## config.mk

```make
export PLATFORM = sky130hd
export DESIGN_NAME = pc_sequencer
export DESIGN_NICKNAME = d
export VERILOG_FILES = /design/src/rtl/pc_seq_pkg.sv /design/src/rtl/pc_sequencer_rr_arbiter.sv /design/src/rtl/pc_sequencer.sv
export SDC_FILE = /design/constraint.sdc
export NUM_CORES = 1
export LEC_CHECK = 0
export ABC_AREA = 0
export CAP_MARGIN = 20
export CORE_MARGIN = 2
export CORE_UTILIZATION = 53
export DETAILED_ROUTE_END_ITERATION = 16
export GPL_TIMING_DRIVEN = 1
export PLACE_DENSITY_LB_ADDON = 0.1
export SLEW_MARGIN = 0
export SYNTH_ARGS = -nofsm -noshare
export SYNTH_HDL_FRONTEND = slang
export SYNTH_SLANG_ARGS = --single-unit
```

## constraint.sdc

```tcl
create_clock -name clk -period 5.8 [get_ports clk]
set_input_delay 0.58 -clock clk [delete_from_list [all_inputs] [get_ports clk]]
set_output_delay 0.58 -clock clk [all_outputs]
set_load 0.02 [all_outputs]
```

## src/rtl/pc_seq_pkg.sv

```systemverilog
// Shared types and defaults for the multi-hart PC sequencer.
package pc_seq_pkg;

  typedef logic [31:0] pc_t;

  localparam int unsigned MAX_HART_W          = 3;
  localparam int unsigned INC_DEFAULT         = 4;
  localparam pc_t         TRAP_VECTOR_DEFAULT = 32'h0000_0100;

  // Fetch request payload as seen by the instruction-fetch port.
  typedef struct packed {
    logic                  valid;
    pc_t                   pc;
    logic [MAX_HART_W-1:0] hart;
  } fetch_req_t;

endpackage

```

## src/rtl/pc_sequencer_rr_arbiter.sv

```systemverilog
// Combinational round-robin arbiter: first requester at or above ptr, with wrap.
module rr_arbiter
  import pc_seq_pkg::*;
#(
  parameter int unsigned N = 2,
  parameter int unsigned W = 1
) (
  input  logic [N-1:0] req,
  input  logic [W-1:0] ptr,
  output logic [N-1:0] gnt_c,
  output logic [W-1:0] idx_c,
  output logic         any_c
);

  int unsigned cand;

  always_comb begin
    gnt_c = '0;
    idx_c = '0;
    any_c = 1'b0;
    cand  = 0;
    for (int unsigned i = 0; i < N; i++) begin
      cand = (32'(ptr) + i) % N;
      if (!any_c && req[cand]) begin
        gnt_c[cand] = 1'b1;
        idx_c       = W'(cand);
        any_c       = 1'b1;
      end
    end
  end

endmodule

```

## src/rtl/pc_sequencer.sv

```systemverilog
// Multi-hart PC sequencer: one PC per hart, round-robin into a registered fetch slot.
// Define PC_MISALIGN_TRAP_EN to send misaligned redirects to TRAP_VECTOR with trap_pulse.
module pc_sequencer
  import pc_seq_pkg::*;
#(
  parameter int unsigned     XLEN         = 32,
  parameter int unsigned     NUM_HARTS    = 2,
  parameter logic [XLEN-1:0] RESET_VECTOR = XLEN'(32'h0000_0000),
  parameter logic [XLEN-1:0] HART_STRIDE  = XLEN'(32'h0000_1000),
  parameter logic [XLEN-1:0] INC          = XLEN'(INC_DEFAULT),
`ifdef PC_MISALIGN_TRAP_EN
  parameter logic [XLEN-1:0] TRAP_VECTOR  = XLEN'(TRAP_VECTOR_DEFAULT),
`endif
  localparam int unsigned    HART_W       = (NUM_HARTS > 1) ? $clog2(NUM_HARTS) : 1
) (
  input  logic                      clk,
  input  logic                      reset,
  input  logic                      stall,
  input  logic [NUM_HARTS-1:0]      hart_en,
  input  logic                      redirect_valid,
  input  logic [HART_W-1:0]         redirect_hart,
  input  logic [XLEN-1:0]           redirect_pc,
  output logic                      fetch_valid,
  input  logic                      fetch_ready,
  output logic [XLEN-1:0]           fetch_pc,
  output logic [HART_W-1:0]         fetch_hart,
`ifdef PC_MISALIGN_TRAP_EN
  output logic [NUM_HARTS-1:0]      trap_pulse,
`endif
  output logic [NUM_HARTS*XLEN-1:0] pc_vec
);

  logic [NUM_HARTS-1:0][XLEN-1:0] pc_q;
  logic [HART_W-1:0]              rr_ptr;
  logic [HART_W-1:0]              rr_next;
  logic [NUM_HARTS-1:0]           redir_hit;
  logic [NUM_HARTS-1:0]           eligible;
  logic [NUM_HARTS-1:0]           gnt;
  logic [HART_W-1:0]              sel;
  logic                           any_elig;
  logic                           slot_free;
  logic                           kill;
  logic                           load;
  logic [XLEN-1:0]                redir_tgt;

  // Out-of-range redirect_hart matches no hart and is therefore ignored.
  always_comb begin
    redir_hit = '0;
    for (int unsigned h = 0; h < NUM_HARTS; h++) begin
      redir_hit[h] = redirect_valid && (redirect_hart == HART_W'(h));
    end
  end

  assign eligible = hart_en & ~redir_hit;

  rr_arbiter #(
    .N (NUM_HARTS),
    .W (HART_W)
  ) u_arb (
    .req   (eligible),
    .ptr   (rr_ptr),
    .gnt_c (gnt),
    .idx_c (sel),
    .any_c (any_elig)
  );

  // A redirect to the slot's hart kills it, overriding both accept and reload.
  assign slot_free = !fetch_valid || fetch_ready;
  assign kill      = fetch_valid && redirect_valid && (redirect_hart == fetch_hart);
  assign load      = slot_free && !stall && any_elig && !kill;
  assign rr_next   = (sel == HART_W'(NUM_HARTS - 1)) ? '0 : HART_W'(sel + 1'b1);

`ifdef PC_MISALIGN_TRAP_EN
  logic misaligned;
  assign misaligned = |redirect_pc[1:0];
  assign redir_tgt  = misaligned ? TRAP_VECTOR : {redirect_pc[XLEN-1:2], 2'b00};

  always_ff @(posedge clk or posedge reset) begin
    if (reset) begin
      trap_pulse <= '0;
    end else begin
      trap_pulse <= misaligned ? redir_hit : '0;
    end
  end
`else
  logic unused_pc_lsbs;
  assign unused_pc_lsbs = ^redirect_pc[1:0];
  assign redir_tgt      = {redirect_pc[XLEN-1:2], 2'b00};
`endif

  // Per-hart PCs and round-robin pointer.
  always_ff @(posedge clk or posedge reset) begin
    if (reset) begin
      for (int unsigned h = 0; h < NUM_HARTS; h++) begin
        pc_q[h] <= RESET_VECTOR + XLEN'(h) * HART_STRIDE;
      end
      rr_ptr <= '0;
    end else begin
      for (int unsigned h = 0; h < NUM_HARTS; h++) begin
        if (redir_hit[h]) begin
          pc_q[h] <= redir_tgt;
        end else if (load && gnt[h]) begin
          pc_q[h] <= pc_q[h] + INC;
        end
      end
      if (load) begin
        rr_ptr <= rr_next;
      end
    end
  end

  // Fetch slot.
  always_ff @(posedge clk or posedge reset) begin
    if (reset) begin
      fetch_valid <= 1'b0;
      fetch_pc    <= '0;
      fetch_hart  <= '0;
    end else if (kill) begin
      fetch_valid <= 1'b0;
    end else if (load) begin
      fetch_valid <= 1'b1;
      fetch_pc    <= pc_q[sel];
      fetch_hart  <= sel;
    end else if (slot_free) begin
      fetch_valid <= 1'b0;
    end
  end

  assign pc_vec = pc_q;

endmodule

```

==> reports/qor.yml, run 1 <==
clock_tree:
  cts_tree: "built"
  clkLatencyLatePin_ps: 360
  post_cts_resized: 0
  postCtsHoldBufs: 0
  cts-root-buf: "clkbuf_8"
  clk_pin_slew_worst_paths_ps: 90
  clk_path_buf_depth: 2
  cts.sink_count: 93
  cts_made_buffers: 9
  postCtsSetupBuffers: 0
  cts.htree.levels: 3
global_routing:
  grt-ovfl-total: 0
  track_usage_pct: 32.28
  grt_pass1_vias: 5025
  grt_max_degree: 53
  grt_pass1_wl_um: 26240
  antenna_found_initial: 0
drt:
  top_layer_used: "met4"
  dr_wl_met2_um: 7988
  ant_nets: 0
  wl_met1_um: 6899
  route.detailed.drc: 0
  detailroute.via_count: 5229
  drt_pass1_iterations: 5
  wl_per_cell_um: 20.14
  wl_met3_um: 1360
  totalWireLength_um: 16720
  viasPerCell: 6.300
  drtIter0Drc: 481
timing:
  slew_headroom_pct: 45.13
  fin_crit_sh_pct: 62.82
  finalHoldViolCount: 0
  fmax_ghz: 0.2745
  final.setup.tns_ps: 0
  grt_setup_unrepaired: "no"
  setup_viol: 0
  min_period_ps: 3643
  whs_ps: 484.3
  slew_violations: 0
  worstMarginPinSlew_ps: 816.7
  finClkSkew_ps: 11.01
finish:
  finalInstanceArea_mm2: 0.006763
  finalNetCount: 734
  post-route-util_pct: 69.83
  final_layout_size_suffix_gt1_share_pct: 5.739
  nFillCells: 787
  syn2layout_area_growth_pct: 29.24
  num_antenna_cells: 0
synth:
  synth_top_area_cell: "dfrtp_1"
  avgSynthCellArea_um2: 8.991
  synth_most_common_cell: "nand2_1"
  synthDistinctLibCells: 61
  synth-async-reset-ratio_pct: 100.0
  ys_warn_count: 0
  postSynthCellCount: 582
  synth_ff_type: "dfrtp_1"
  synth_edf_count: 0
  ys_seq_area_share_pct: 44.50
  ys_top_cells_by_count: "113 x nand2_1, 92 x dfrtp_1, 46 x o21ai_0"
  synth_top_area_share_pct: 44.00
  synthesis.area_mm2: 0.005233
  ys_ff_latch: 93
  synth.top_cells.by_area: "dfrtp_1 44%, nand2_1 8.1%, o21ai_0 4.4%, a22oi_1 4.3%, o311ai_0 3.5%"
die:
  die_w_um: 103.4
  die_h_um: 103.4
  coreArea_mm2: 0.009684
  ios: 138
  rows: 36
  die_area_mm2: 0.01068
  start_util_pct: 54.03
placed_design:
  dpl_cell_area_mm2: 0.006564
  place_congestion: 0.8989
  dp_hpwl_um: 11590
  port_buffers: 129
worst_setup_path:
  cp_slowest_cell: "nand2_1"
  worstPathRequired_ps: 6020
  worstReg2RegStart: "rr_ptr$_DFFE_PP0P_"
  critPathMaxFanout: 26
  critPathLaunchType: "input port"
  slowest_delay_ps: 560
  crit_type: "input port to register"
  critPathArrivalTime_ps: 3870
  critPathCaptureType: "register"
  path_cells: "clkdlybuf4s50_1 -> nand2_1 -> and3_1 -> buf_4 -> nand2_1 -> o311ai_0 -> nand3_1"
  crit_family: "simple AND/OR/NAND/NOR gates"
  cp-startpoint: "redirect_valid"
  crit_top_cell: "nand2_1"
  cp_num_buf_inv: 2
worst_hold_path:
  holdCritStartpoint: "fetch_pc[12]$_DFFE_PP0P_"
  hold_path_class: "register to register"
power:
  power.density_mw_per_mm2: 317.8
  total_power_mw: 2.149
  ir_drop_mv: 0.1727
  leakagePower_nw: 2.553
run_status:
  status: "finished, final reports clean"
run:
  maxCapViolCount: 0
## tightest hold or removal path, cell delays in order (launching register included)
cell,delay (ps)
dfrtp_1,350
nand2_1,40
o21ai_0,60
## kinds of logic (layout without fill, tap and decap cells)
kind of cell             count (synthesis)  after routing  synth area share [%]
buffers and inverters                   61            171                 5.285
other                                    1              6               0.07167
adder cells (fa/ha/maj)                  2              2                0.4782
multiplexers                             3              3                0.5739
AND/OR/NAND/NOR                        244            244                 23.96
flip-flops                              93             93                 44.50
XOR/XNOR                                17             17                 2.846
AO/OA/AOI/OAI                          161            161                 22.29
## layer usage
metal / up-vias / track usage, %
li1: 2377 / -
met1: 2516 / 44.12
met2: 293 / 50.02
met3: 43 / 5.511
met4: 0 / 15.59
met5: - / 0
## metrics by stage
stage	setup slack, ps	cells
2_1_floorplan	2801	587
3_3_place_gp	1997	813
3_5_place_dp	1885	813
4_1_cts	2259	829
5_1_grt	2053	830
6_report	2157	830
## path summary, 6_finish.rpt
check / slack [ps] / depth (start not counted) / to
max in group asynchronous: 3980 / 3 / fetch_pc[13]$_DFFE_PP0P_
worst min-delay path: 480 / 2 / fetch_pc[12]$_DFFE_PP0P_
min in group asynchronous: 630 / 2 / fetch_pc[11]$_DFFE_PP0P_
worst max-delay path: 2160 / 7 / pc_vec[63]$_DFFE_PP0P_
worst max register to register: 3050 / 6 / pc_vec[63]$_DFFE_PP0P_
worst min register to register: 480 / 2 / fetch_pc[12]$_DFFE_PP0P_
## power breakdown
group          internal [mW]  switching, mW
Clock                  0.180          0.223
Combinational          0.371          0.431
Sequential             0.783          0.161
Total                   1.33          0.815
## cell usage in the layout, fill, tap and decap left out, types with 9 or more instances in the layout
master / netlist / routed
nor2_1: 15 / 15
a221o_1: 9 / 9
nand3_1: 31 / 31
clkdlybuf4s50_1: 0 / 129
inv_1: 16 / 15
clkbuf_8: 0 / 11
o311ai_0: 21 / 21
buf_4: 8 / 9
o211ai_1: 22 / 22
o21ai_0: 46 / 46
nor3_1: 15 / 15
dfrtp_1: 92 / 92
nand4_1: 19 / 19
a22oi_1: 30 / 30
nand2_1: 113 / 113
xnor2_1: 14 / 14
## flip-flops by register name, summed over array words and instances, names as in the netlist
name and cells:
pc_vec 60, fetch_pc 30, fetch_hart 1, fetch_valid 1, rr_ptr 1
## area by class of cell
cell class / count / area, um^2 / share of cell area (%)
inverter: 16 / 61.31 / 0.9066
tap: 133 / 166.4 / 2.461
multi-input combinational: 433 / 2649 / 39.17
clock buffer: 15 / 166.4 / 2.461
clock inverter: 1 / 5.005 / 0.07401
sequential: 93 / 2328 / 34.43
timing repair buffer: 139 / 1386 / 20.50
Note: power is estimated with default switching activity, not from simulation.
==> inputs of run 2 (changes only) <==
--- a/config.mk
+++ b/config.mk
@@ -8,7 +8,7 @@
 export ABC_AREA = 0
 export CAP_MARGIN = 20
 export CORE_MARGIN = 2
-export CORE_UTILIZATION = 53
+export CORE_UTILIZATION = 49
 export DETAILED_ROUTE_END_ITERATION = 16
 export GPL_TIMING_DRIVEN = 1
 export PLACE_DENSITY_LB_ADDON = 0.1
==> constraint.sdc (replaced) <==
create_clock -name clk -period 3.56 [get_ports clk]
set_input_delay 0.356 -clock clk [delete_from_list [all_inputs] [get_ports clk]]
set_output_delay 0.356 -clock clk [all_outputs]
set_load 0.02 [all_outputs]
==> reports/qor.yml, run 2 (same netlist as run 1, synthesis figures left out) <==
power:
  intPower_mw: 2.247  # was 1.334 mW
  power_frac_comb_pct: 36.4  # was 37.3%
  seq_power_share_pct: 42.7  # was 43.9%
  leakagePower_nw: 2.597  # was 2.553 nW
  power.switching_mw: 1.343  # was 0.8151 mW
  ir_drop_mv: 0.3000  # was 0.1727 mV
  power.density_mw_per_mm2: 524.6  # was 317.8 mW/mm^2
  p_clk_share_pct: 20.8  # was 18.8%
  total_power_mw: 3.590  # was 2.149 mW
  swShare_pct: 37.41  # was 37.93%
drt:
  drt_pass1_iterations: 6  # was 5
  totalWireLength_um: 16860  # was 16720 um
  wl_per_cell_um: 20.09  # was 20.14 um
  detailroute.via_count: 5288  # was 5229
  drtIter0Drc: 436  # was 481
  route.detailed.drc: 0  # unchanged
  ant_nets: 0  # unchanged
  viasPerCell: 6.303  # was 6.300
timing:
  final.setup.tns_ps: 0  # unchanged
  min_period_ps: 2580
  grt_setup_unrepaired: "no"  # unchanged
  worstMarginPinSlew_ps: 831.3  # was 816.7 ps
  slew_headroom_pct: 44.15  # was 45.13%
  fmax_ghz: 0.3876
  final.setup.worst_slack_ps: 980.3  # was 2157 ps
  whs_ps: 224.6  # was 484.3 ps
  setup_viol: 0  # unchanged
  finalHoldViolCount: 0  # unchanged
  finClkSkew_ps: 12.50  # was 11.01 ps
  fin_crit_sh_pct: 72.46
  slew_violations: 0  # unchanged
run:
  maxCapViolCount: 0  # unchanged
clock_tree:
  cts-root-buf: "clkbuf_8"  # unchanged
  cts.sink_count: 93  # unchanged
  postCtsSetupBuffers: 0  # unchanged
  postCtsHoldBufs: 0  # unchanged
  clk_path_buf_depth: 2  # unchanged
  cts.htree.levels: 3  # unchanged
  clk_pin_slew_worst_paths_ps: 90  # about the same
  cts_tree: "built"  # unchanged
  cts_made_buffers: 9  # unchanged
  post_cts_resized: 0  # unchanged
  clkLatencyLatePin_ps: 380  # was 360 ps
finish:
  syn2layout_area_growth_pct: 30.77  # was 29.24%
  largest_reg_flops: 60  # unchanged
  final_cell_mix: "129 x clkdlybuf4s50_1, 113 x nand2_1, 92 x dfrtp_1"  # unchanged
  final_layout_size_suffix_gt1_share_pct: 6.828  # was 5.739%
  num_antenna_cells: 0  # unchanged
  layout_commonest_cell: "clkdlybuf4s50_1"  # unchanged
  finalNetCount: 740  # was 734
  stdcell_count: 839  # was 830
worst_setup_path:
  critPathLaunchType: "register"  # was input port
  worstPathRequired_ps: 3850  # was 6020 ps
  path_cells: "ha_1 -> nand3_1 -> nor3_2 -> nand3_2 -> or4_1 -> o211ai_1"  # was clkdlybuf4s50_1 -> nand2_1 -> and3_1 -> buf_4 -> nand2_1 -> o311ai_0 -> nand3_1
  critPathCaptureType: "register"  # unchanged
  critPathMaxFanout: 9  # was 26
  crit_type: "register to register"  # was input port to register
  critPathArrivalTime_ps: 2870  # was 3870 ps
  cp_slowest_cell: "or4_1"  # was nand2_1
  slowest_delay_ps: 580  # was 560 ps
  worstReg2RegStart: "pc_vec[34]$_DFFE_PP0P_"  # was rr_ptr$_DFFE_PP0P_
  cp-startpoint: "pc_vec[34]$_DFFE_PP0P_"  # was redirect_valid
global_routing:
  antenna_found_initial: 0  # unchanged
  grt_pass1_wl_um: 26710  # was 26240 um
  track_usage_pct: 30.00  # was 32.28%
  grt-ovfl-total: 0  # unchanged
  grt_pass1_vias: 5073  # was 5025
  grt_max_degree: 62  # was 53
die:
  die_h_um: 107.3  # was 103.4 um
  die_w_um: 107.3  # was 103.4 um
  die_area_mm2: 0.01152  # was 0.01068 mm^2
  coreArea_mm2: 0.01032  # was 0.009684 mm^2
  start_util_pct: 50.68  # was 54.03%
  ios: 138  # unchanged
  rows: 37  # was 36
placed_design:
  dp_hpwl_um: 11890  # was 11590 um
  pre_cts_slack_ps: 682.9  # was 1885 ps
  placedCellCount: 822  # was 813
  place_congestion: 0.9156  # was 0.8989
  port_buffers: 129  # unchanged
worst_hold_path:
  hold_path_class: "input port to async pin"  # was register to register
run_status:
  status: "finished, final reports clean"  # unchanged
-- run 2: changes by cell type in the layout (fill, tap and decap cells not counted) --
cell / change
clkinv_4: +1
clkbuf_1: -2
bufinv_16: +1
buf_4: +6
-- run 2: layout make-up --
| class | count | area (um^2) |
|---|---|---|
| clock buffer | 13 | 158.9 |
| clock inverter | 3 | 43.79 |
| fill | 855 | 3481 |
| inverter | 16 | 61.31 |
| multi-input combinational | 433 | 2649 |
| sequential | 93 | 2328 |
| tap | 136 | 170.2 |
| timing repair buffer | 145 | 1431 |
-- run 2: metal layers --
layer | GRT usage (%) | wire, um | share of wire (%) | vias up
li1 | - | - | - | 2404
met1 | 41.23 | 7151 | 42 | 2601
met2 | 48.15 | 8017 | 48 | 248
met3 | 3.450 | 1269 | 7.5 | 35
met4 | 13.10 | 416 | 2.5 | 0
met5 | 0 | 0 | 0 | -
-- run 2: stage by stage --
step	area (um^2)	utilization, %
after floorplan	5251	-
after global placement	6613	64.05
after detailed placement	6613	64.05
after CTS	6815	66.02
after global routing	6843	66.28
final	6843	66.28
-- run 2: worst max-delay path, delay by kind of cell (launching register included) --
family,cells,cell delay (ps)
compound gates,1,100
fa+ha+maj,1,250
flops,1,520
simple gates,4,1620
-- run 2: path summary, 6_finish.rpt --
check | slack, ps | cells past startpoint | to
worst max-delay path | 980 | 6 | pc_vec[60]$_DFFE_PP0P_
worst min-delay path | 220 | 2 | fetch_pc[12]$_DFFE_PP0P_
worst max register to register | 980 | 6 | pc_vec[60]$_DFFE_PP0P_
worst min register to register | 480 | 2 | fetch_pc[8]$_DFFE_PP0P_
max in group asynchronous | 2500 | 4 | pc_vec[49]$_DFFE_PP0P_
min in group clk | 480 | 2 | fetch_pc[8]$_DFFE_PP0P_
-- run 2: power by group through the flow --
| stage | registers [mW] | clock network [mW] | logic [mW] |
|---|---|---|---|
| 3_5_place_dp | 1.55 | 0 | 1.31 |
| 3_3_place_gp | 1.54 | 0 | 1.28 |
| 6_report | 1.53 | 0.748 | 1.31 |
| 5_1_grt | 1.57 | 0.790 | 1.40 |
| 2_1_floorplan | 1.76 | 0 | 0.427 |
| 4_1_cts | 1.53 | 0.759 | 1.31 |
